[src/rtl/alu_arb_pkg.sv]
// Shared types and constants for the execute-stage ALU arbiter.
package alu_arb_pkg;
    localparam int XLEN_DEF   = 64;
    localparam int INST_W_DEF = 32;
    localparam int AW_DEF     = 5;

    typedef logic arb_id_t;
    localparam arb_id_t ARB_REQ0 = 1'b0;
    localparam arb_id_t ARB_REQ1 = 1'b1;
endpackage

[src/rtl/alu_arb_if.sv]
// Request, ALU-side and response signals of the ALU arbiter.
interface alu_arb_if #(
    parameter int XLEN   = 64,
    parameter int INST_W = 32,
    parameter int AW     = 5
);
    logic              req0_valid, req0_ready, req1_valid, req1_ready;
    logic [INST_W-1:0] req0_inst, req1_inst;
    logic [XLEN-1:0]   req0_pc, req0_op1, req0_op2, req1_pc, req1_op1, req1_op2;
    logic              req0_we, req1_we;
    logic [AW-1:0]     req0_waddr, req1_waddr;

    logic [INST_W-1:0] alu_inst;
    logic [XLEN-1:0]   alu_inst_addr, alu_op1, alu_op2, alu_wdata;
    logic              alu_we, alu_wreg;
    logic [AW-1:0]     alu_waddr, alu_wd;

    logic              rsp_valid, rsp_ready, rsp_id, rsp_we;
    logic [AW-1:0]     rsp_waddr;
    logic [XLEN-1:0]   rsp_wdata;

    modport slave (
        input  req0_valid, req0_inst, req0_pc, req0_op1, req0_op2, req0_we, req0_waddr,
        input  req1_valid, req1_inst, req1_pc, req1_op1, req1_op2, req1_we, req1_waddr,
        output req0_ready, req1_ready,
        output alu_inst, alu_inst_addr, alu_op1, alu_op2, alu_we, alu_waddr,
        input  alu_wd, alu_wreg, alu_wdata,
        output rsp_valid, rsp_id, rsp_waddr, rsp_we, rsp_wdata,
        input  rsp_ready
    );

    modport master (
        output req0_valid, req0_inst, req0_pc, req0_op1, req0_op2, req0_we, req0_waddr,
        output req1_valid, req1_inst, req1_pc, req1_op1, req1_op2, req1_we, req1_waddr,
        input  req0_ready, req1_ready,
        input  alu_inst, alu_inst_addr, alu_op1, alu_op2, alu_we, alu_waddr,
        output alu_wd, alu_wreg, alu_wdata,
        input  rsp_valid, rsp_id, rsp_waddr, rsp_we, rsp_wdata,
        output rsp_ready
    );
endinterface

[src/rtl/alu_arb_rr_arb2.sv]
// Two-way round-robin grant; the pointer is owned by the caller.
module rr_arb2
    import alu_arb_pkg::*;
(
    input  logic       v0_i,
    input  logic       v1_i,
    input  arb_id_t    ptr_i,
    input  logic       en_i,
    output logic [1:0] gnt_o,
    output arb_id_t    gid_o
);
    always_comb begin
        gid_o = (v0_i && v1_i) ? ptr_i : (v1_i ? ARB_REQ1 : ARB_REQ0);
        gnt_o = '0;
        if (en_i && (v0_i || v1_i))
            gnt_o[gid_o] = 1'b1;
    end
endmodule

[src/rtl/alu_arb.sv]
// Shares the execute ALU between two issuers: S0 holds granted operands,
// S1 buffers the ALU result behind valid/ready.
module alu_arb
    import alu_arb_pkg::*;
#(
    parameter int XLEN   = XLEN_DEF,
    parameter int INST_W = INST_W_DEF,
    parameter int AW     = AW_DEF
) (
    input logic      clk,
    input logic      rst,
    alu_arb_if.slave bus
);
    logic [INST_W-1:0] inst_q;
    logic [XLEN-1:0]   pc_q, op1_q, op2_q;
    logic              we_q;
    logic [AW-1:0]     waddr_q;
    arb_id_t           id_q;
    logic              s0_valid_q, s0_valid_d;

    logic [XLEN-1:0]   s1_wdata_q;
    logic [AW-1:0]     s1_waddr_q;
    logic              s1_we_q;
    arb_id_t           s1_id_q;
    logic              s1_valid_q, s1_valid_d;

    arb_id_t           rr_ptr_q;
    logic              adv1, s0_free, acc;
    logic [1:0]        gnt;
    arb_id_t           gid;

    assign adv1    = s0_valid_q && (!s1_valid_q || bus.rsp_ready);
    assign s0_free = !s0_valid_q || adv1;
    assign acc     = |gnt;

    // Ready is withheld during reset so nothing is accepted into a clearing pipe.
    rr_arb2 u_arb (
        .v0_i  (bus.req0_valid),
        .v1_i  (bus.req1_valid),
        .ptr_i (rr_ptr_q),
        .en_i  (s0_free && !rst),
        .gnt_o (gnt),
        .gid_o (gid)
    );

    assign bus.req0_ready = gnt[0];
    assign bus.req1_ready = gnt[1];

    always_comb begin
        s0_valid_d = s0_valid_q;
        s1_valid_d = s1_valid_q;
        if (acc)       s0_valid_d = 1'b1;
        else if (adv1) s0_valid_d = 1'b0;
        if (adv1)                s1_valid_d = 1'b1;
        else if (bus.rsp_ready)  s1_valid_d = 1'b0;
    end

    always_ff @(posedge clk or posedge rst) begin
        if (rst) begin
            inst_q     <= '0;
            pc_q       <= '0;
            op1_q      <= '0;
            op2_q      <= '0;
            we_q       <= 1'b0;
            waddr_q    <= '0;
            id_q       <= ARB_REQ0;
            s0_valid_q <= 1'b0;
            s1_wdata_q <= '0;
            s1_waddr_q <= '0;
            s1_we_q    <= 1'b0;
            s1_id_q    <= ARB_REQ0;
            s1_valid_q <= 1'b0;
            rr_ptr_q   <= ARB_REQ0;
        end else begin
            if (acc) begin
                inst_q   <= gid ? bus.req1_inst  : bus.req0_inst;
                pc_q     <= gid ? bus.req1_pc    : bus.req0_pc;
                op1_q    <= gid ? bus.req1_op1   : bus.req0_op1;
                op2_q    <= gid ? bus.req1_op2   : bus.req0_op2;
                we_q     <= gid ? bus.req1_we    : bus.req0_we;
                waddr_q  <= gid ? bus.req1_waddr : bus.req0_waddr;
                id_q     <= gid;
                rr_ptr_q <= ~gid;
            end
            if (adv1) begin
                s1_wdata_q <= bus.alu_wdata;
                s1_waddr_q <= bus.alu_wd;
                s1_we_q    <= bus.alu_wreg;
                s1_id_q    <= id_q;
            end
            s0_valid_q <= s0_valid_d;
            s1_valid_q <= s1_valid_d;
        end
    end

    assign bus.alu_inst      = inst_q;
    assign bus.alu_inst_addr = pc_q;
    assign bus.alu_op1       = op1_q;
    assign bus.alu_op2       = op2_q;
    assign bus.alu_we        = we_q;
    assign bus.alu_waddr     = waddr_q;

    assign bus.rsp_valid = s1_valid_q;
    assign bus.rsp_id    = s1_id_q;
    assign bus.rsp_waddr = s1_waddr_q;
    assign bus.rsp_we    = s1_we_q;
    assign bus.rsp_wdata = s1_wdata_q;
endmodule

[src/flat_wrapper.sv]
// flat-port wrapper written by rule: the top's interface ports become plain ports
module alu_arb_flat import alu_arb_pkg::*;
#(
    parameter int XLEN   = XLEN_DEF,
    parameter int INST_W = INST_W_DEF,
    parameter int AW     = AW_DEF
)
  (clk, rst, bus_req0_valid, bus_req0_inst, bus_req0_pc, bus_req0_op1, bus_req0_op2, bus_req0_we, bus_req0_waddr, bus_req1_valid, bus_req1_inst, bus_req1_pc, bus_req1_op1, bus_req1_op2, bus_req1_we, bus_req1_waddr, bus_req0_ready, bus_req1_ready, bus_alu_inst, bus_alu_inst_addr, bus_alu_op1, bus_alu_op2, bus_alu_we, bus_alu_waddr, bus_alu_wd, bus_alu_wreg, bus_alu_wdata, bus_rsp_valid, bus_rsp_id, bus_rsp_waddr, bus_rsp_we, bus_rsp_wdata, bus_rsp_ready);
  alu_arb_if #(.XLEN(XLEN), .INST_W(INST_W), .AW(AW)) bus_i ();
  input logic clk;
  input logic rst;
  input wire logic [$bits(bus_i.req0_valid)-1:0] bus_req0_valid;
  input wire logic [$bits(bus_i.req0_inst)-1:0] bus_req0_inst;
  input wire logic [$bits(bus_i.req0_pc)-1:0] bus_req0_pc;
  input wire logic [$bits(bus_i.req0_op1)-1:0] bus_req0_op1;
  input wire logic [$bits(bus_i.req0_op2)-1:0] bus_req0_op2;
  input wire logic [$bits(bus_i.req0_we)-1:0] bus_req0_we;
  input wire logic [$bits(bus_i.req0_waddr)-1:0] bus_req0_waddr;
  input wire logic [$bits(bus_i.req1_valid)-1:0] bus_req1_valid;
  input wire logic [$bits(bus_i.req1_inst)-1:0] bus_req1_inst;
  input wire logic [$bits(bus_i.req1_pc)-1:0] bus_req1_pc;
  input wire logic [$bits(bus_i.req1_op1)-1:0] bus_req1_op1;
  input wire logic [$bits(bus_i.req1_op2)-1:0] bus_req1_op2;
  input wire logic [$bits(bus_i.req1_we)-1:0] bus_req1_we;
  input wire logic [$bits(bus_i.req1_waddr)-1:0] bus_req1_waddr;
  output wire logic [$bits(bus_i.req0_ready)-1:0] bus_req0_ready;
  output wire logic [$bits(bus_i.req1_ready)-1:0] bus_req1_ready;
  output wire logic [$bits(bus_i.alu_inst)-1:0] bus_alu_inst;
  output wire logic [$bits(bus_i.alu_inst_addr)-1:0] bus_alu_inst_addr;
  output wire logic [$bits(bus_i.alu_op1)-1:0] bus_alu_op1;
  output wire logic [$bits(bus_i.alu_op2)-1:0] bus_alu_op2;
  output wire logic [$bits(bus_i.alu_we)-1:0] bus_alu_we;
  output wire logic [$bits(bus_i.alu_waddr)-1:0] bus_alu_waddr;
  input wire logic [$bits(bus_i.alu_wd)-1:0] bus_alu_wd;
  input wire logic [$bits(bus_i.alu_wreg)-1:0] bus_alu_wreg;
  input wire logic [$bits(bus_i.alu_wdata)-1:0] bus_alu_wdata;
  output wire logic [$bits(bus_i.rsp_valid)-1:0] bus_rsp_valid;
  output wire logic [$bits(bus_i.rsp_id)-1:0] bus_rsp_id;
  output wire logic [$bits(bus_i.rsp_waddr)-1:0] bus_rsp_waddr;
  output wire logic [$bits(bus_i.rsp_we)-1:0] bus_rsp_we;
  output wire logic [$bits(bus_i.rsp_wdata)-1:0] bus_rsp_wdata;
  input wire logic [$bits(bus_i.rsp_ready)-1:0] bus_rsp_ready;
  assign bus_i.req0_valid = bus_req0_valid;
  assign bus_i.req0_inst = bus_req0_inst;
  assign bus_i.req0_pc = bus_req0_pc;
  assign bus_i.req0_op1 = bus_req0_op1;
  assign bus_i.req0_op2 = bus_req0_op2;
  assign bus_i.req0_we = bus_req0_we;
  assign bus_i.req0_waddr = bus_req0_waddr;
  assign bus_i.req1_valid = bus_req1_valid;
  assign bus_i.req1_inst = bus_req1_inst;
  assign bus_i.req1_pc = bus_req1_pc;
  assign bus_i.req1_op1 = bus_req1_op1;
  assign bus_i.req1_op2 = bus_req1_op2;
  assign bus_i.req1_we = bus_req1_we;
  assign bus_i.req1_waddr = bus_req1_waddr;
  assign bus_req0_ready = bus_i.req0_ready;
  assign bus_req1_ready = bus_i.req1_ready;
  assign bus_alu_inst = bus_i.alu_inst;
  assign bus_alu_inst_addr = bus_i.alu_inst_addr;
  assign bus_alu_op1 = bus_i.alu_op1;
  assign bus_alu_op2 = bus_i.alu_op2;
  assign bus_alu_we = bus_i.alu_we;
  assign bus_alu_waddr = bus_i.alu_waddr;
  assign bus_i.alu_wd = bus_alu_wd;
  assign bus_i.alu_wreg = bus_alu_wreg;
  assign bus_i.alu_wdata = bus_alu_wdata;
  assign bus_rsp_valid = bus_i.rsp_valid;
  assign bus_rsp_id = bus_i.rsp_id;
  assign bus_rsp_waddr = bus_i.rsp_waddr;
  assign bus_rsp_we = bus_i.rsp_we;
  assign bus_rsp_wdata = bus_i.rsp_wdata;
  assign bus_i.rsp_ready = bus_rsp_ready;
  alu_arb #(.XLEN(XLEN), .INST_W(INST_W), .AW(AW)) u_core (.clk(clk), .rst(rst), .bus(bus_i));
endmodule
[config.mk]
export PLATFORM = sky130hd
export DESIGN_NAME = alu_arb_flat
export DESIGN_NICKNAME = d
export VERILOG_FILES = /design/src/rtl/alu_arb_pkg.sv /design/src/rtl/alu_arb_if.sv /design/src/rtl/alu_arb_rr_arb2.sv /design/src/rtl/alu_arb.sv /design/src/flat_wrapper.sv
export SDC_FILE = /design/constraint.sdc
export NUM_CORES = 1
export LEC_CHECK = 0
export ABC_AREA = 1
export ABC_CLOCK_PERIOD_IN_PS = 14200
export CORE_AREA = 2 2 326 328
export DETAILED_ROUTE_END_ITERATION = 10
export DIE_AREA = 0 0 328 330
export MAX_ROUTING_LAYER = met4
export SYNTH_ARGS = -nofsm -noshare
export SYNTH_HDL_FRONTEND = slang
export SYNTH_SLANG_ARGS = --single-unit
[constraint.sdc]
create_clock -name clk -period 14.2 [get_ports clk]
set_input_delay 2.84 -clock clk [delete_from_list [all_inputs] [get_ports clk]]
set_output_delay 2.84 -clock clk [all_outputs]
set_load 0.03 [all_outputs]
==> results of run 1 <==
[cells by family after synthesis]
family | share of synthesized area [%]
simple gates | 43.28
flops | 51.46
buf+inv | 5.196
compound gates | 0.06742
[stage by stage]
stage               cell area (um2)  hold slack [ns]  instances
floorplan                     14830           0.4537       2068
global placement              24420           0.4548       4165
detailed placement            24420           0.4575       4165
CTS                           25740           0.4721       4238
global route                  25800           0.4868       4263
finish                        25800           0.4701       4263
[layout make-up]
type	count	area, um2	area share [%]
repair buffers	855	8533	33.07
flip-flops and latches	305	7634	29.58
multi-input cells	1609	6476	25.10
well taps	1391	1740	6.745
clock buffers	58	1160	4.495
clock inverters	15	163.9	0.6352
diodes	25	62.56	0.2424
inverters	5	33.78	0.1309
[layer usage]
metal  vias to the layer above  routed length (um)  part of all wire, %  global-route usage [%]
met3                       110                6690                  8.1                   4.924
met2                       611               40260                   49                   24.34
met4                         0                3140                  3.8                   7.449
met1                      7674               32820                   40                   16.60
li1                       7956                   -                    -                       -
met5                         -                   0                    0                       -
[state kept, by name, indices dropped and copies added, names as in the netlist]
name / cells
u_core.bus.alu_inst: 32
u_core.bus.alu_inst_addr: 64
u_core.bus.alu_op1: 64
u_core.bus.alu_op2: 64
u_core.bus.alu_waddr: 5
u_core.bus.alu_we: 1
u_core.bus.rsp_id: 1
u_core.bus.rsp_valid: 1
u_core.bus.rsp_waddr: 5
u_core.bus.rsp_wdata: 64
u_core.bus.rsp_we: 1
u_core.id_q: 1
u_core.rr_ptr_q: 1
u_core.s0_valid_q: 1
[worst max path at each step]
stage / endpoint / start / cells past startpoint / slack [ns]
6_report: bus_req0_ready / bus_req0_valid / 6 / 6.08
5_1_grt: bus_req0_ready / bus_req0_valid / 6 / 5.93
4_1_cts: bus_req0_ready / bus_req0_valid / 6 / 6.03
3_5_place_dp: bus_req0_ready / bus_req0_valid / 6 / 6.04
3_3_place_gp: bus_req0_ready / bus_req0_valid / 6 / 6.04
2_1_floorplan: u_core.bus.alu_inst[0] / rst / 1 / 2.93
[worst max-delay path: cells and delay by family]
family	cells	cell delay, ns
buffers and inverters	3	1.46
AND/OR/NAND/NOR	3	0.91
[power by group]
part	internal, W	leakage [nW]	switching (W)
logic	0.000547	7.95	0.000849
clock network	0.000623	0.655	0.000433
registers	0.00105	3.79	0.000104
total	0.00222	12.4	0.00139
[Yosys cell counts]
cell / n / area [um2]
buf_2: 106 / 530.5
inv_1: 3 / 11.26
nor2_2: 1 / 6.260
buf_4: 14 / 105.1
nor2_1: 3 / 11.26
dfrtp_1: 305 / 7632
buf_1: 7 / 26.28
o21ai_1: 1 / 5.000
nand2_1: 1298 / 4872
buf_6: 1 / 11.26
nand2_2: 3 / 18.77
inv_2: 2 / 7.510
clkbuf_1: 21 / 78.83
nand3_1: 302 / 1511
o21ai_0: 1 / 5.000
[cell usage in the layout (no fill, tap or decap), types with 2 or more instances in the layout]
| cell | count |
|---|---|
| clkdlybuf4s50_1 | 837 |
| buf_4 | 16 |
| inv_1 | 2 |
| nand2_8 | 3 |
| clkbuf_1 | 10 |
| nor2_1 | 3 |
| diode_2 | 25 |
| dfrtp_1 | 304 |
| bufinv_16 | 3 |
| nand2_1 | 1296 |
| clkinv_2 | 8 |
| inv_6 | 3 |
| nand2_2 | 2 |
| inv_8 | 2 |
| clkbuf_8 | 7 |
| clkbuf_16 | 41 |
| nand3_1 | 302 |
==> results.toml, run 1 <==
[synth]
ys_ff_latch = 305
syn-cell-area_um2 = 14830
yosysWarnings = 0
netlist_instances = 2068
avgSynthCellArea_um2 = 7.173
yosysSeqAreaShare_pct = 51.46
synth_nets = 2603
synth_cell_types = 15

[setup_path]
r2r_slack_ns = 10.72
crit_fanout = 98
cpPeakStageDelay_ns = 0.71
regToRegStartpoint = "u_core.rr_ptr_q"
required_ns = 11.36
crit_slowest_cell = "clkdlybuf4s50_1"
worstSetupStartpointType = "input pin"
r2r-end = "u_core.bus.alu_inst[24]"
cp.arrival_ns = 5.28
crit_chain = "clkdlybuf4s50_1, nand2_8, nand2_8, inv_2, nor2_1, clkdlybuf4s50_1"
reg2regPathDepth = 9
endpoint_kind = "output port"
path_class = "input pin to output port"

[finish]
fin_util_pct = 24.65
fillers = 11490
drive_above_1_share_pct = 3.196
layout.nets = 3351
syn_to_final_growth_pct = 73.96

[floorplan]
core_area_um2 = 104700
rows = 119
dieArea_um2 = 108200
die_x_um = 328
die_height_um = 330
initial_utilization_pct = 14.17
pin_count = 839

[cts]
cts_tree = "yes"
clock_sinks = 305
ctsResizeCount = 0
h-tree-depth = 2
post_cts_buffers = 0
clockBufferDepth = 3
cts_root_buffer = "clkbuf_16"
clk_pin_slew_ns = 0.06
cts_buffers = 40
clk_latency_ns = 0.59
ctsHoldBuffers = 0

[place]
place.gp.congestion = 0.8653
dpl.hpwl_mm = 62.72
port_buffers = 838
dp_slack_ns = 6.039

[timing]
finalSetupTns_ns = 0
fmax_ghz = 0.1232
period_share_pct = 57.18
skew_ns = 0.01530
rsz0062_at_grt = "no"
final_max_slew_viol_count = 0
fin_ws_ns = 6.080
setup_viol = 0
timing.slew.headroom_pct = 31.28
hold_viol = 0
layout_min_cycle_time_ns = 8.120
worst_pin_slew_ns = 1.031

[pwr]
p_per_area_nw_per_um2 = 139.7
finalPower_w = 0.003605
ir_drop_uv = 78.38
cellLeakagePower_nw = 12.39

[drt]
wl_per_cell_um = 19.45
routed_wl_mm = 82.92
drt_pass1_iterations = 5
via_per_inst = 3.836
route.detailed.drc = 0
drt_iter0_markers = 789
drtAntennaViolNets = 0
num_vias = 16350

[global_route]
grt_pass1_vias = 16330
grt_max_degree = 131
grt_pass1_wl_mm = 114.8
grt_usage_pct = 15.04
antenna_found_initial = 34
grt_overflow_total = 0

[flow_run]
maxCapViolations = 0

[min_path]
hold_class = "flop to flop"
hold_depth = 2
hold_end = "u_core.bus.rsp_waddr[3]"
hp-start = "u_core.bus.rsp_waddr[3]"

[outcome]
status = "complete, no violations"
(Power assumes the default switching activity.)
==> inputs of run 2 (changes only) <==
--- a/config.mk
+++ b/config.mk
@@ -6,7 +6,7 @@
 export NUM_CORES = 1
 export LEC_CHECK = 0
 export ABC_AREA = 1
-export ABC_CLOCK_PERIOD_IN_PS = 14200
+export ABC_CLOCK_PERIOD_IN_PS = 7500
 export CORE_AREA = 2 2 326 328
 export DETAILED_ROUTE_END_ITERATION = 10
 export DIE_AREA = 0 0 328 330
==> constraint.sdc (replaced) <==
create_clock -name clk -period 7.5 [get_ports clk]
set_input_delay 1.5 -clock clk [delete_from_list [all_inputs] [get_ports clk]]
set_output_delay 1.5 -clock clk [all_outputs]
set_load 0.03 [all_outputs]
==> run 2 against run 1 <==
  * Final area barely moved
  * Sequential power rose by 90%
  * Clock skew barely moved
  * Register-to-register slack got worse by 6.1 ns
  * Largest cell class unchanged
==> results.toml, run 2 (synthesized netlist as in run 1, its figures left out) <==
[timing]
timing.slew.headroom_pct = 29.04
final_max_slew_viol_count = 0
rsz0062_at_grt = "no"
hold_viol = 0
fin_ws_ns = 2.097
finalSetupTns_ns = 0
fmax_ghz = 0.1851
layout_min_cycle_time_ns = 5.403
period_share_pct = 72.04
worst_pin_slew_ns = 1.064
skew_ns = 0.01503
setup_viol = 0
holdWs_ns = 0.4681

[finish]
drive_above_1_share_pct = 3.407
syn_to_final_growth_pct = 74.06
final_common_cell = "nand2_1"
design_area_um2 = 25820
fillers = 11420
final_cell_mix = "1296 x nand2_1, 837 x clkdlybuf4s50_1, 304 x dfrtp_1, 302 x nand3_1, 40 x clkbuf_16"
layout.nets = 3353

[place]
placed_cell_area_um2 = 24460
dp_slack_ns = 2.054
dpl.hpwl_mm = 63.32
place.gp.congestion = 0.8396
port_buffers = 838

[cts]
cts_buffers = 40
h-tree-depth = 2
cts_root_buffer = "clkbuf_16"
clock_sinks = 305
clk_pin_slew_ns = 0.05
post_cts_buffers = 0
ctsHoldBuffers = 0
clockBufferDepth = 3
cts_tree = "yes"
clk_latency_ns = 0.58
ctsResizeCount = 0

[setup_path]
r2r-end = "u_core.bus.alu_op2[37]"
crit_fanout = 79
regToRegStartpoint = "u_core.rr_ptr_q"
worstSetupStartpointType = "input pin"
cp.arrival_ns = 3.90
r2r_slack_ns = 4.63
startpoint = "bus_req0_valid"
required_ns = 6.00
endpoint_kind = "output port"
path_class = "input pin to output port"
reg2regPathDepth = 8

[global_route]
grt_max_degree = 134
grt_usage_pct = 15.26
grt_pass1_vias = 16180
antenna_found_initial = 36
grt_pass1_wl_mm = 116.4
grt_overflow_total = 0

[pwr]
finalPower_w = 0.006778
p_per_area_nw_per_um2 = 262.5
cellLeakagePower_nw = 12.39
ir_drop_uv = 149.6

[min_path]
hp-start = "u_core.bus.rsp_wdata[27]"
hold_end = "u_core.bus.rsp_wdata[27]"
hold_depth = 2
hold_class = "flop to flop"

[floorplan]
initial_utilization_pct = 14.17
rows = 119
core_area_um2 = 104700
dieArea_um2 = 108200
die_x_um = 328
pin_count = 839
die_height_um = 330

[drt]
via_per_inst = 3.854
drt_iter0_markers = 954
drt_pass1_iterations = 5
route.detailed.drc = 0
num_vias = 16420
wl_per_cell_um = 19.59
drtAntennaViolNets = 0
routed_wl_mm = 83.49

[outcome]
status = "complete, no violations"

[flow_run]
maxCapViolations = 0
[run 2: changes by cell type in the layout (fill, tap and decap cells not counted), moves of 2 or more]
cell / change
clkinvlp_4: +4
clkbuf_8: +4
diode_2: -2
bufinv_16: -2
clkbuf_1: -6
buf_12: +3
[run 2: report_power, final]
part | total (W) | switching, W | internal [W]
Combinational | 0.00264 | 0.00160 | 0.00104
Clock | 0.00195 | 0.000837 | 0.00112
Sequential | 0.00218 | 0.000197 | 0.00199
Total | 0.00678 | 0.00264 | 0.00414
[run 2: layer usage]
metal | vias to the layer above | wire [um] | global-route usage [%]
li1 | 7952 | - | -
met1 | 7754 | 34080 | 17.49
met2 | 630 | 41530 | 25.89
met3 | 88 | 6149 | 4.588
met4 | 0 | 1734 | 3.869
met5 | - | 0 | -
[run 2: worst max-delay path, stage by stage]
cell and delay [ns]:
clkdlybuf4s50_1 0.51, nand2_8 0.49, nand2_8 0.45, nor2_1 0.21
clkdlybuf4s50_1 0.70
[run 2: worst max path at each step]
stage                                  end  cells after the start
floorplan           u_core.bus.alu_inst[0]                      1
global placement            bus_req1_ready                      5
detailed placement          bus_req0_ready                      6
CTS                         bus_req1_ready                      5
global route                bus_req0_ready                      6
finish                      bus_req1_ready                      5
[run 2: final cells by class]
type	count	area, um2	share of cell area (%)
repair buffers	857	8584	33.25
diodes	23	57.56	0.2229
inverters	5	30.03	0.1163
clock buffers	54	1154	4.468
flip-flops and latches	305	7634	29.57
clock inverters	17	142.6	0.5525
well taps	1391	1740	6.741
multi-input cells	1609	6476	25.08
[run 2: metrics by stage]
step | instances | utilization, %
2_1_floorplan | 2068 | -
3_3_place_gp | 4167 | 23.37
3_5_place_dp | 4167 | 23.37
4_1_cts | 4238 | 24.61
5_1_grt | 4260 | 24.66
6_report | 4261 | 24.67
